**src/rtl/imm_decode_ctrl.sv**
```systemverilog
// imm_decode_ctrl
//   Decode-stage controller that sits between IF and EX and sequences the
//   immediate generator. One instruction is held in a pipeline register
//   together with its PC and registered opcode classification. The held
//   values stay stable until EX accepts the instruction.
//
// Ports
//   clk, rst_n            clock (rising edge), async active-low reset
//   in_valid/in_ready     IF handshake (in_ready is combinational)
//   in_instr, in_pc       fetched instruction word and its PC
//   flush                 redirect: drop held and incoming instructions
//   out_valid/out_ready   EX handshake
//   out_instr, out_pc     held instruction (feeds immediate generator) and PC
//   ext_op                immediate format: 000 I, 001 U, 010 S, 011 B, 100 J
//   imm_used              held instruction consumes an immediate
//   illegal               held opcode not recognised
//   stall_cnt             saturating count of out_valid && !out_ready cycles
module imm_decode_ctrl #(
  parameter int unsigned PC_W  = 64,
  parameter int unsigned CNT_W = 32
) (
  input  logic             clk,
  input  logic             rst_n,
  input  logic             in_valid,
  output logic             in_ready,
  input  logic [31:0]      in_instr,
  input  logic [PC_W-1:0]  in_pc,
  input  logic             flush,
  output logic             out_valid,
  input  logic             out_ready,
  output logic [31:0]      out_instr,
  output logic [PC_W-1:0]  out_pc,
  output logic [2:0]       ext_op,
  output logic             imm_used,
  output logic             illegal,
  output logic [CNT_W-1:0] stall_cnt
);

  typedef enum logic [2:0] {
    EXT_I = 3'b000,
    EXT_U = 3'b001,
    EXT_S = 3'b010,
    EXT_B = 3'b011,
    EXT_J = 3'b100
  } ext_e;

  ext_e dec_ext;
  logic dec_imm;
  logic dec_ill;
  ext_e ext_q;
  logic accept;
  logic handoff;

  // rst_n gating keeps in_ready low for the whole reset window.
  assign in_ready = rst_n && !flush && (!out_valid || out_ready);
  assign accept   = in_valid && in_ready;
  assign handoff  = out_valid && out_ready;
  assign ext_op   = ext_q;

  // Opcode classification; every legal opcode ends in 2'b11, so any other
  // low-bit pattern falls through to the illegal default.
  always_comb begin
    dec_ext = EXT_I;
    dec_imm = 1'b0;
    dec_ill = 1'b0;
    case (in_instr[6:0])
      7'b0000011, 7'b0010011, 7'b0011011,
      7'b1100111, 7'b1110011: begin dec_ext = EXT_I; dec_imm = 1'b1; end
      7'b0110111, 7'b0010111: begin dec_ext = EXT_U; dec_imm = 1'b1; end
      7'b0100011:             begin dec_ext = EXT_S; dec_imm = 1'b1; end
      7'b1100011:             begin dec_ext = EXT_B; dec_imm = 1'b1; end
      7'b1101111:             begin dec_ext = EXT_J; dec_imm = 1'b1; end
      7'b0110011, 7'b0111011: begin dec_ext = EXT_I; dec_imm = 1'b0; end
      default:                dec_ill = 1'b1;
    endcase
  end

  always_ff @(posedge clk or negedge rst_n) begin
    if (!rst_n) begin
      out_valid <= 1'b0;
      out_instr <= '0;
      out_pc    <= '0;
      ext_q     <= EXT_I;
      imm_used  <= 1'b0;
      illegal   <= 1'b0;
    end else if (flush) begin
      out_valid <= 1'b0;
    end else if (accept) begin
      out_valid <= 1'b1;
      out_instr <= in_instr;
      out_pc    <= in_pc;
      ext_q     <= dec_ext;
      imm_used  <= dec_imm;
      illegal   <= dec_ill;
    end else if (handoff) begin
      out_valid <= 1'b0;
    end
  end

  always_ff @(posedge clk or negedge rst_n) begin
    if (!rst_n) begin
      stall_cnt <= '0;
    end else if (out_valid && !out_ready && !flush && (stall_cnt != '1)) begin
      stall_cnt <= stall_cnt + CNT_W'(1);
    end
  end

endmodule

```
**config.mk**
```make
export PLATFORM = sky130hd
export DESIGN_NAME = imm_decode_ctrl
export DESIGN_NICKNAME = d
export VERILOG_FILES = /design/src/rtl/imm_decode_ctrl.sv
export SDC_FILE = /design/constraint.sdc
export NUM_CORES = 1
export LEC_CHECK = 0
export CELL_PAD_IN_SITES_DETAIL_PLACEMENT = 0
export CELL_PAD_IN_SITES_GLOBAL_PLACEMENT = 1
export CORE_MARGIN = 3
export CORE_UTILIZATION = 35
export CTS_CLUSTER_DIAMETER = 150
export CTS_CLUSTER_SIZE = 8
export DETAILED_ROUTE_END_ITERATION = 6
export PLACE_DENSITY_LB_ADDON = 0.3
export SKIP_LAST_GASP = 1
export SYNTH_ARGS = -nofsm -noshare
export SYNTH_HDL_FRONTEND = slang
export SYNTH_SLANG_ARGS = --single-unit
```
**constraint.sdc**
```tcl
create_clock -name clk -period 4.1 [get_ports clk]
set_input_delay 0.82 -clock clk [delete_from_list [all_inputs] [get_ports clk]]
set_output_delay 0.82 -clock clk [all_outputs]
set_load 0.05 [all_outputs]
```
# After elaboration in Yosys (flattened, before gate mapping)
# Cells that the tools add are included.
# W data, S select, Z words.
# word_totals
out_inout_bits	135
inputBits	101
reg_bits	134
# op_classes
n_addsub	1
bitwise_logic	1
n_mux	6
n_reduce_logical	16
eq_ne	13
# op_table
operator	n
$add A32 B1 Y32 const B	1
$ne A32 B32 Y1 const B	1
$eq A7 B6 Y1 const B	4
$eq A7 B7 Y1 const B	4
$eq A7 B5 Y1 const B	3
$pmux W3 S4	1
$reduce_or A12 Y1	1
$reduce_or A10 Y1	1
$eq A7 B2 Y1 const B	1
$logic_and A1 B1 Y1	7
$mux W1	5
$logic_not A1 Y1	3
$reduce_bool A3 Y1	1
$reduce_and A2 Y1	1
$reduce_or A2 Y1	1
$logic_or A1 B1 Y1	1
$not A1 Y1	1

# Longest topological paths before layout
# Gate-level depths: netlist of run 1.
# depth
ltp_word	6
depth_mapped	8
depth_no_buf	6

# Worst setup path after synthesis of run 1
# Ideal clock, no wire load.
# synth_timing
kind	input to register
from	in out_ready
to	reg illegal
arrival_ns	2.426
stages	7
slack_ns	1.535
t_required_ns	3.961
path_cell_list	nor2b_1 -> nor3b_2 -> nand2_1 -> buf_2 -> clkbuf_1 -> nand2_1 -> o21ai_0
# synth_between
elab_chain_cells	4
# synth_lines
item	line_no	rtl
start: declaration	30	input logic out_ready,
$logic_or A1 B1 Y1	55	assign in_ready = rst_n && !flush && (!out_valid || out_ready);
$logic_and A1 B1 Y1	55	
net in_ready	25	output logic in_ready,
$logic_and A1 B1 Y1	56	assign accept = in_valid && in_ready;
$reduce_and A2 Y1 (no source line)	--	
end signal: assignment	94	illegal <= dec_ill;
end: declaration	35	output logic illegal,
# The timed path passes the listed nets, and every way through them passes these cells.
# A chain may end at the register's enable or synchronous reset.

# Worst setup path after layout of run 1
# layout_timing
from	in out_ready
to	out in_ready
# layout_between
elab_chain_cells	2
# layout_lines
item	line_no
$logic_or A1 B1 Y1	55
$logic_and A1 B1 Y1	55
end: declaration	25
# No other way between the ends.

==> metrics.md, run 1 <==
| Metric | Value |
|---|---|
| Fillers | `about 1,200` |
| FF+latch count, synth | `around 130` |
| CTS Hold Buffers Added | `0` |
| GP Congestion | `0.742` |
| Initial antenna violation count | `0` |
| TritonCTS clock tree | `built` |
| Syn_area_per_cell | `approximately 14 um^2` |
| CTS resizes | `0` |
| Synth warnings | `0` |
| HP Start | `ext_op[1]$_DFFE_PN0P_` |
| Vias post-DR | `3,979` |
| Largest net degree at the start of global routing | `79` |
| RSZ-0062 raised after global routing | `no` |
| Ys async rst share | `100%` |
| Final setup viols | `0` |
| Total track usage | `approximately 16%` |
| Number of synthesized flops with an enable pin | `0` |
| # rows | `between 40 and 50` |
| Slew margin rel. | `a little over a third` |
| Worst Reg-to-Reg Cells | `6` |
| Crit path capture type | `output port` |
| Port bufs | `about 240` |
| Crit share post-route | `between 80% and 90%` |
| Core box area | `15,200 um^2` |
| DR iter-0 viols | `179` |
| CP Max Fanout | `2` |
| Worst slew pin tran | `approximately 1000 ps` |
| Chip width | `~130 um` |
| Critical Path End | `in_ready` |
| Syn Inst Count | `~400` |
| Global-route wire length before repair | `between 20,000 and 25,000 um` |
| Worst vdd ir | `370 uV` |
| Layout net count | `about 730` |
| Syn-to-layout area delta | `57.8%` |
| Setup Fix Bufs, Post-CTS | `0` |
| WP data required | `between 3000 and 4000 ps` |
| Max-slew violations | `0` |
| Synthesized area | `5460 um^2` |
| R2r startpoint | `stall_cnt[0]$_DFFE_PN0P_` |
| Max cap viols | `0` |
| Static leakage | `0.00367 uW` |
| Status | `finished, final reports clean` |
| Achievable Freq | `300 MHz` |
| Clock slew at reported path FFs | `around 60 ps` |
| Routed Antenna Nets | `0` |
| Clk root buf | `clkbuf_16` |
| Skew final | `4.63 ps` |
| Avg WL per Cell | `between 15 and 20 um` |
| # H-tree levels | `4` |
| Register area share after synthesis | `approximately three fifths` |
| WS Path Type | `primary input to output port` |
| Total power | `between 4000 and 5000 uW` |
| Worst Hold Class | `register to register` |
| Congestion Overflow GR | `0` |
| Num CTS Buffers | `17` |
| Chip height | `between 100 and 150 um` |
| Commonest non-fill, non-tap cell in the layout | `clkdlybuf4s50_1` |
| DRC violation count after routing | `0` |
| Longest Clk Path Bufs | `2` |
| CP startpoint | `out_ready` |
| IO Pins | `236` |
| Ant. Diodes | `0` |
| Min Tclk post-route | `approximately 3300 ps` |
| WL final | `roughly 14,000 um` |
| Data arrival time of the worst path | `2510 ps` |
| CP startpoint kind | `primary input` |
| Post-DR vias/cell | `~4.8` |
| Pwr Density | `around 560 nW/um^2` |
| Clk sinks | `~130` |
| Die footprint | `17,100 um^2` |
| Layout cells sized above 1 | `roughly 22%` |
| Starting Density | `35.9%` |
| Main synth FF type | `dfrtp_1` |
| Reg2reg setup slack | `between 1500 and 2000 ps` |
| Vias in the first global route | `between 4,000 and 5,000` |
| Post-synth net total | `about 490` |
| Setup TNS | `0 ps` |
| Final hold vios | `0` |
| Library cells used by synthesis | `40` |
| DP Wirelength | `10,400 um` |
| Worst hold path depth | `2` |
| RR Endpoint | `stall_cnt[25]$_DFFE_PN0P_` |
| Clk_lat worst skew | `~400 ps` |
| Most frequent cells in the layout | `234 x clkdlybuf4s50_1, 134 x dfrtp_1, 95 x mux2_2` |
| DRT Pass-1 Iters | `4` |
## final cells by class
type,instances,area (um^2),share of cell area (%)
Multi-Input combinational cell,234,2010,23.3
Tap cell,188,235,2.73
Timing Repair Buffer,239,2390,27.8
Sequential cell,134,3350,39.0
Clock inverter,11,123,1.42
Inverter,4,15.0,0.174
Clock buffer,21,480,5.58
## synth_stat cells, types with 2 or more instances
master | number | area [um^2]
and3_1 | 6 | 37.5
clkbuf_1 | 5 | 18.8
and4_1 | 3 | 26.3
o21ai_0 | 7 | 35.0
mux2_2 | 95 | 1070
nor3_1 | 5 | 25.0
a31oi_2 | 2 | 25.0
nor2_1 | 10 | 37.5
xor2_1 | 8 | 70.1
dfrtp_1 | 134 | 3350
o41ai_1 | 3 | 26.3
nand4_1 | 13 | 81.3
xnor2_1 | 21 | 184
and2_1 | 2 | 12.5
nor2b_1 | 2 | 12.5
inv_1 | 4 | 15.0
o22ai_1 | 2 | 12.5
nand3_1 | 17 | 85.1
nand2_1 | 19 | 71.3
buf_2 | 11 | 55.1
## kinds of logic after synthesis
logic type	count (synthesis)	share of synthesized area [%]
fa+ha+maj	2	0.413
simple gates	87	9.24
buf+inv	21	1.83
mux	96	19.8
xor+xnor	29	4.66
flops	134	61.5
compound gates	20	2.59
## critical path, stage by stage
cell and delay (ps):
clkdlybuf4s50_1 480, nor2b_1 70, nor3b_2 280, clkdlybuf4s50_1 860
## state kept, by name (all words and copies together), names as in the netlist
| signal | cells |
|---|---|
| out_pc | 64 |
| out_instr | 32 |
| stall_cnt | 32 |
| ext_op | 3 |
| illegal | 1 |
| imm_used | 1 |
| out_valid | 1 |
## worst min-delay path by stage
stage          slack [ps]                endpoint
2_1_floorplan         520   ext_op[0]$_DFFE_PN0P_
3_3_place_gp          460   ext_op[1]$_DFFE_PN0P_
3_5_place_dp          460   ext_op[1]$_DFFE_PN0P_
4_1_cts               480   ext_op[1]$_DFFE_PN0P_
5_1_grt               510  out_pc[39]$_DFFE_PN0P_
6_report              470   ext_op[1]$_DFFE_PN0P_
## through the flow
step | worst slack (ps) | std cells | cell area, um^2 | hold WS [ps] | utilization (%)
finish | 770 | 831 | 8610 | 474 | 56.6
detailed placement | 772 | 799 | 8010 | 464 | 52.7
global route | 732 | 831 | 8610 | 508 | 56.6
floorplan | 1530 | 389 | 5460 | 524 | -
CTS | 761 | 831 | 8610 | 477 | 56.6
global placement | 799 | 799 | 8010 | 463 | 52.7
## routing by layer
layer	up-vias	global-route usage (%)	wire [um]
met5	-	0	0
met2	148	26.4	6900
met1	1952	20.2	5890
met4	0	4.66	217
met3	16	6.42	1180
li1	1863	-	-
## report_power, final
part           leakage [uW]  internal [uW]  total [uW]  switching, uW
clock              0.000287            959        1530            570
sequential          0.00166           1540        1650            114
combinational       0.00172            602        1610           1000
total               0.00367           3100        4780           1690
Note: power is estimated with default switching activity, not from simulation.
==> run 2, diff against run 1 <==
CORE_UTILIZATION = 33   (was 35)
clock period = 3.1 ns   (was 4.1 ns; I/O delays follow)
==> metrics.md, run 2 (synthesis gave the netlist of run 1 again) <==
| Metric | Value |
|---|---|
| IO Pins | `~240` |
| Top Family by Delay on Critical Path | `buffers and inverters` |
| GP Congestion | `around 0.77` |
| Crit share post-route | `75.9%` |
| Worst vdd ir | `approximately 380 uV` |
| Clock slew at reported path FFs | `60 ps` |
| Number of buffers and inverters on the critical path | `1` |
| Final Non-Filler Cells | `between 800 and 900` |
| Avg WL per Cell | `~17 um` |
| Reg power frac | `approximately 34%` |
| Final hold vios | `0` |
| Min Tclk post-route | `between 2000 and 2500 ps` |
| Internal power | `slightly above 4000 uW` |
| DR iter-0 viols | `141` |
| Design area | `a little under 9000 um^2` |
| WP data required | `2480 ps` |
| Commonest non-fill, non-tap cell in the layout | `clkdlybuf4s50_1` |
| Comb power frac | `between 30% and 40%` |
| Switching Fraction | `about a third` |
| Vias post-DR | `around 4,000` |
| Clock group share of total power | `approximately a third` |
| CTS Hold Buffers Added | `0` |
| Post-DR vias/cell | `~4.6` |
| Slew margin rel. | `approximately 50%` |
| Clk root buf | `clkbuf_16` |
| Ant. Diodes | `0` |
| RSZ-0062 raised after global routing | `no` |
| CTS resizes | `0` |
| Layout net count | `733` |
| Post-Place Cell Area | `8080 um^2` |
| Setup TNS | `0 ps` |
| Crit path capture type | `output port` |
| Largest net degree at the start of global routing | `135` |
| WS Path Type | `register to output port` |
| CP Max Fanout | `7` |
| Data arrival time of the worst path | `~1700 ps` |
| Pwr Density | `approximately 730 nW/um^2` |
| Starting Density | `approximately 34%` |
| Largest reg by FF count | `out_pc` |
| WL final | `14,400 um` |
| DRT Pass-1 Iters | `4` |
| CP startpoint kind | `register` |
| Routed Antenna Nets | `0` |
| Largest register FFs | `64` |
| Longest Clk Path Bufs | `2` |
| Most frequent cells in the layout | `233 x clkdlybuf4s50_1, 134 x dfrtp_1, 95 x mux2_2` |
| Critical Path Max Stage Delay | `around 850 ps` |
| Final setup viols | `0` |
| Vias in the first global route | `4,134` |
| Core box area | `~16,000 um^2` |
| Worst slew pin tran | `752 ps` |
| Max cap viols | `0` |
| Status | `finished, final reports clean` |
| # rows | `46` |
| Num CTS Buffers | `17` |
| Chip width | `between 100 and 150 um` |
| Skew final | `6.05 ps` |
| Port bufs | `235` |
| Switch Pwr | `approximately 2200 uW` |
| Static leakage | `roughly 0.0037 uW` |
| Layout cells sized above 1 | `~22%` |
| Syn-to-layout area delta | `59.4%` |
| Initial antenna violation count | `0` |
| Achievable Freq | `between 400 and 500 MHz` |
| Chip height | `around 130 um` |
| Clk sinks | `approximately 130` |
| DRC violation count after routing | `0` |
| TritonCTS clock tree | `built` |
| Congestion Overflow GR | `0` |
| CP cell instances | `clkdlybuf4s50_1` |
| Worst Hold Class | `primary input to asynchronous set/reset pin` |
| # H-tree levels | `4` |
| Global-route wire length before repair | `22,800 um` |
| Placed Cells | `between 800 and 900` |
| Clk_lat worst skew | `~400 ps` |
| Setup Fix Bufs, Post-CTS | `0` |
| Largest regs | `out_pc (64), out_instr (32), stall_cnt (32)` |
| DP Wirelength | `about 11,000 um` |
| Max-slew violations | `0` |
| Total track usage | `approximately 16%` |
| Crit-path slowest cell | `clkdlybuf4s50_1` |
| Die footprint | `18,100 um^2` |
run 2: layout make-up:
type                    count  area [um^2]
inverters                   4         15.0
flip-flops and latches    134         3350
clock inverters            11          149
repair buffers            240         2430
well taps                 216          270
multi-input cells         234         2010
fillers                  1309         7360
clock buffers              20          467
run 2: routing by layer:
metal / GRT usage, % / part of all wire (%) / vias to the layer above
li1: - / - / 1867
met1: 19.7 / 41 / 1928
met2: 26.1 / 49 / 156
met3: 5.29 / 7.6 / 21
met4: 6.56 / 2.3 / 0
met5: 0 / 0 / -
run 2: through the flow:
step / total power (uW) / hold WS (ps) / setup WS [ps] / utilization, %
floorplan: 3500 / 324 / 621 / -
global placement: 4340 / 466 / 436 / 50.3
detailed placement: 4370 / 461 / 417 / 50.3
CTS: 6470 / 433 / 719 / 54.2
global route: 6640 / 453 / 684 / 54.2
finish: 6380 / 365 / 748 / 54.2
run 2: path summary, 6_finish.rpt:
path / from / endpoint / slack, ps / depth (start not counted)
setup / recovery: stall_cnt[18]$_DFFE_PN0P_ / stall_cnt[18] / 750 / 1
hold / removal: rst_n / stall_cnt[30]$_DFFE_PN0P_ / 360 / 2
setup reg to reg: stall_cnt[0]$_DFFE_PN0P_ / stall_cnt[7]$_DFFE_PN0P_ / 1000 / 7
hold reg to reg: imm_used$_DFFE_PN0P_ / imm_used$_DFFE_PN0P_ / 480 / 2
max in group asynchronous: rst_n / out_instr[16]$_DFFE_PN0P_ / 2140 / 2
min in group clk: imm_used$_DFFE_PN0P_ / imm_used$_DFFE_PN0P_ / 480 / 2
run 2: power groups by stage:
stage                     Clock, uW  Combinational [uW]  Sequential (uW)
after floorplan                   0                 299             3210
after global placement            0                2140             2200
after detailed placement          0                2150             2220
after CTS                      2120                2150             2190
after global routing           2200                2220             2220
final                          2060                2130             2190
==> run 3, diff against run 2 <==
CORE_UTILIZATION = 30   (was 33)
clock period = 1.95 ns   (was 3.1 ns; I/O delays follow)
==> metrics.md, run 3 (synthesis gave the netlist of run 1 again) <==
| Metric | Value |
|---|---|
| Routed Antenna Nets | `0` |
| DRT Pass-1 Iters | `4` |
| Largest net degree at the start of global routing | `around 140` |
| Crit-path slowest cell | `clkdlybuf4s50_1` |
| Commonest non-fill, non-tap cell in the layout | `dfrtp_1` |
| Hold_ws | `just under 60 ps` |
| Crit path capture type | `output port` |
| Core box area | `about 18,000 um^2` |
| Largest register FFs | `64` |
| Final setup viols | `0` |
| Chip width | `~140 um` |
| Critical Path Max Stage Delay | `roughly 420 ps` |
| Skew final | `around 6.2 ps` |
| Switch Pwr | `between 3000 and 4000 uW` |
| Die footprint | `19,800 um^2` |
| Num CTS Buffers | `17` |
| Vias post-DR | `4,115` |
| CP startpoint kind | `primary input` |
| Layout net count | `755` |
| RSZ-0062 raised after global routing | `no` |
| Initial antenna violation count | `0` |
| WP data required | `around 1600 ps` |
| CTS Hold Buffers Added | `0` |
| Largest regs | `out_pc (64), out_instr (32), stall_cnt (32)` |
| Data arrival time of the worst path | `1480 ps` |
| Starting Density | `slightly above 30%` |
| Internal power | `about 6400 uW` |
| Chip height | `roughly 140 um` |
| Layout cells sized above 1 | `between 30 and 40%` |
| Clk root buf | `clkbuf_16` |
| WL final | `14,600 um` |
| IO Pins | `236` |
| Max cap viols | `0` |
| CP startpoint | `flush` |
| Clk sinks | `134` |
| Setup TNS | `0 ps` |
| Global-route wire length before repair | `approximately 24,000 um` |
| Max-slew violations | `0` |
| DRC violation count after routing | `0` |
| Final hold vios | `0` |
| Vias in the first global route | `4,430` |
| Slew margin rel. | `just under 50%` |
| Congestion Overflow GR | `0` |
| Multi-input gate area | `2080 um^2` |
| WS Path Type | `primary input to output port` |
| Worst vdd ir | `602 uV` |
| Total power | `approximately 10000 uW` |
| Setup Fix Bufs, Post-CTS | `0` |
| Status | `finished, final reports clean` |
| CP cell instances | `clkdlybuf4s50_1, buf_4, nor3b_4, buf_4, buf_12` |
| Ant. Diodes | `0` |
| R2r startpoint | `stall_cnt[9]$_DFFE_PN0P_` |
| Pwr Density | `1140 nW/um^2` |
| Clock group share of total power | `about a third` |
| Static leakage | `just over 0.004 uW` |
| Min Tclk post-route | `1870 ps` |
| TritonCTS clock tree | `built` |
| Crit share post-route | `96.1%` |
| Largest reg by FF count | `out_pc` |
| GP Congestion | `0.781` |
| # rows | `48` |
| Clk_lat worst skew | `between 400 and 500 ps` |
| Worst slew pin tran | `757 ps` |
| Avg WL per Cell | `16.4 um` |
| Longest Clk Path Bufs | `2` |
| Most frequent cells in the layout | `112 x dfrtp_1, 98 x clkdlybuf4s50_1, 95 x mux2_2` |
| Post-DR vias/cell | `between 4 and 5` |
| DR iter-0 viols | `142` |
| Port bufs | `235` |
| Reg power frac | `between 30% and 40%` |
| CP Max Fanout | `2` |
| Switching Fraction | `a little over a third` |
| Comb power frac | `31.3%` |
| Most Frequent Cell on Critical Path | `buf_4` |
| Sequential cell area | `approximately 3400 um^2` |
| # H-tree levels | `4` |
| Fillers | `about 1,600` |
| Worst Hold Class | `primary input to asynchronous set/reset pin` |
| DP Wirelength | `roughly 11,000 um` |
| Syn-to-layout area delta | `60.6%` |
| Achievable Freq | `approximately 530 MHz` |
| Total track usage | `approximately 15%` |
| Clock slew at reported path FFs | `about 60 ps` |
## run 3: routing by layer
metal | vias up | share of wire, % | GRT usage, %
met1 | 2016 | 41 | 17.7
met2 | 160 | 49 | 24.8
met3 | 22 | 8.4 | 5.77
met5 | - | 0 | 0
met4 | 0 | 2.1 | 5.76
li1 | 1917 | - | -
## run 3: final timing paths
| kind | to | cells after the start | slack, ps |
|---|---|---|---|
| setup / recovery | in_ready | 5 | 80 |
| hold / removal | stall_cnt[4]$_DFFE_PN0P_ | 2 | 60 |
| setup reg to reg | stall_cnt[29]$_DFFE_PN0P_ | 5 | 120 |
| hold reg to reg | imm_used$_DFFE_PN0P_ | 2 | 470 |
| max in group asynchronous | stall_cnt[26]$_DFFE_PN0P_ | 2 | 1230 |
| min in group clk | imm_used$_DFFE_PN0P_ | 2 | 470 |
## run 3: power groups by stage
stage          logic (uW)  clock network (uW)  registers, uW
3_3_place_gp         3380                   0           3500
4_1_cts              3160                3490           3470
6_report             3120                3400           3460
2_1_floorplan         494                   0           5100
3_5_place_dp         3420                   0           3530
5_1_grt              3260                3620           3520
## run 3: stage by stage
step | setup slack [ps] | utilization (%) | instances | cell area [um^2]
after floorplan | -53.1 | - | 389 | 5610
after global routing | 14.3 | 50.0 | 891 | 8760
after global placement | -279 | 47.0 | 859 | 8240
after CTS | 29.1 | 50.0 | 891 | 8760
after detailed placement | -327 | 47.0 | 859 | 8240
final | 76.2 | 50.0 | 891 | 8760
## run 3: timing repair
item | CTS | global route
gates cloned | 0 | 0
resized for setup | 89 | 2
pin swaps | 0 | 1
endpoints found under the setup margin | 90 | 7
## run 3: critical path, delay by kind of cell
kind | cells | cell delay [ps]
buf+inv | 4 | 850
simple gates | 1 | 240
## run 3: area by class of cell
cell class,count,area share [%]
clock buffers,18,4.90
clock inverters,14,2.28
repair buffers,262,27.2
inverters,4,0.171
well taps,225,3.21
multi-input cells,234,23.7
flip-flops and latches,134,38.6
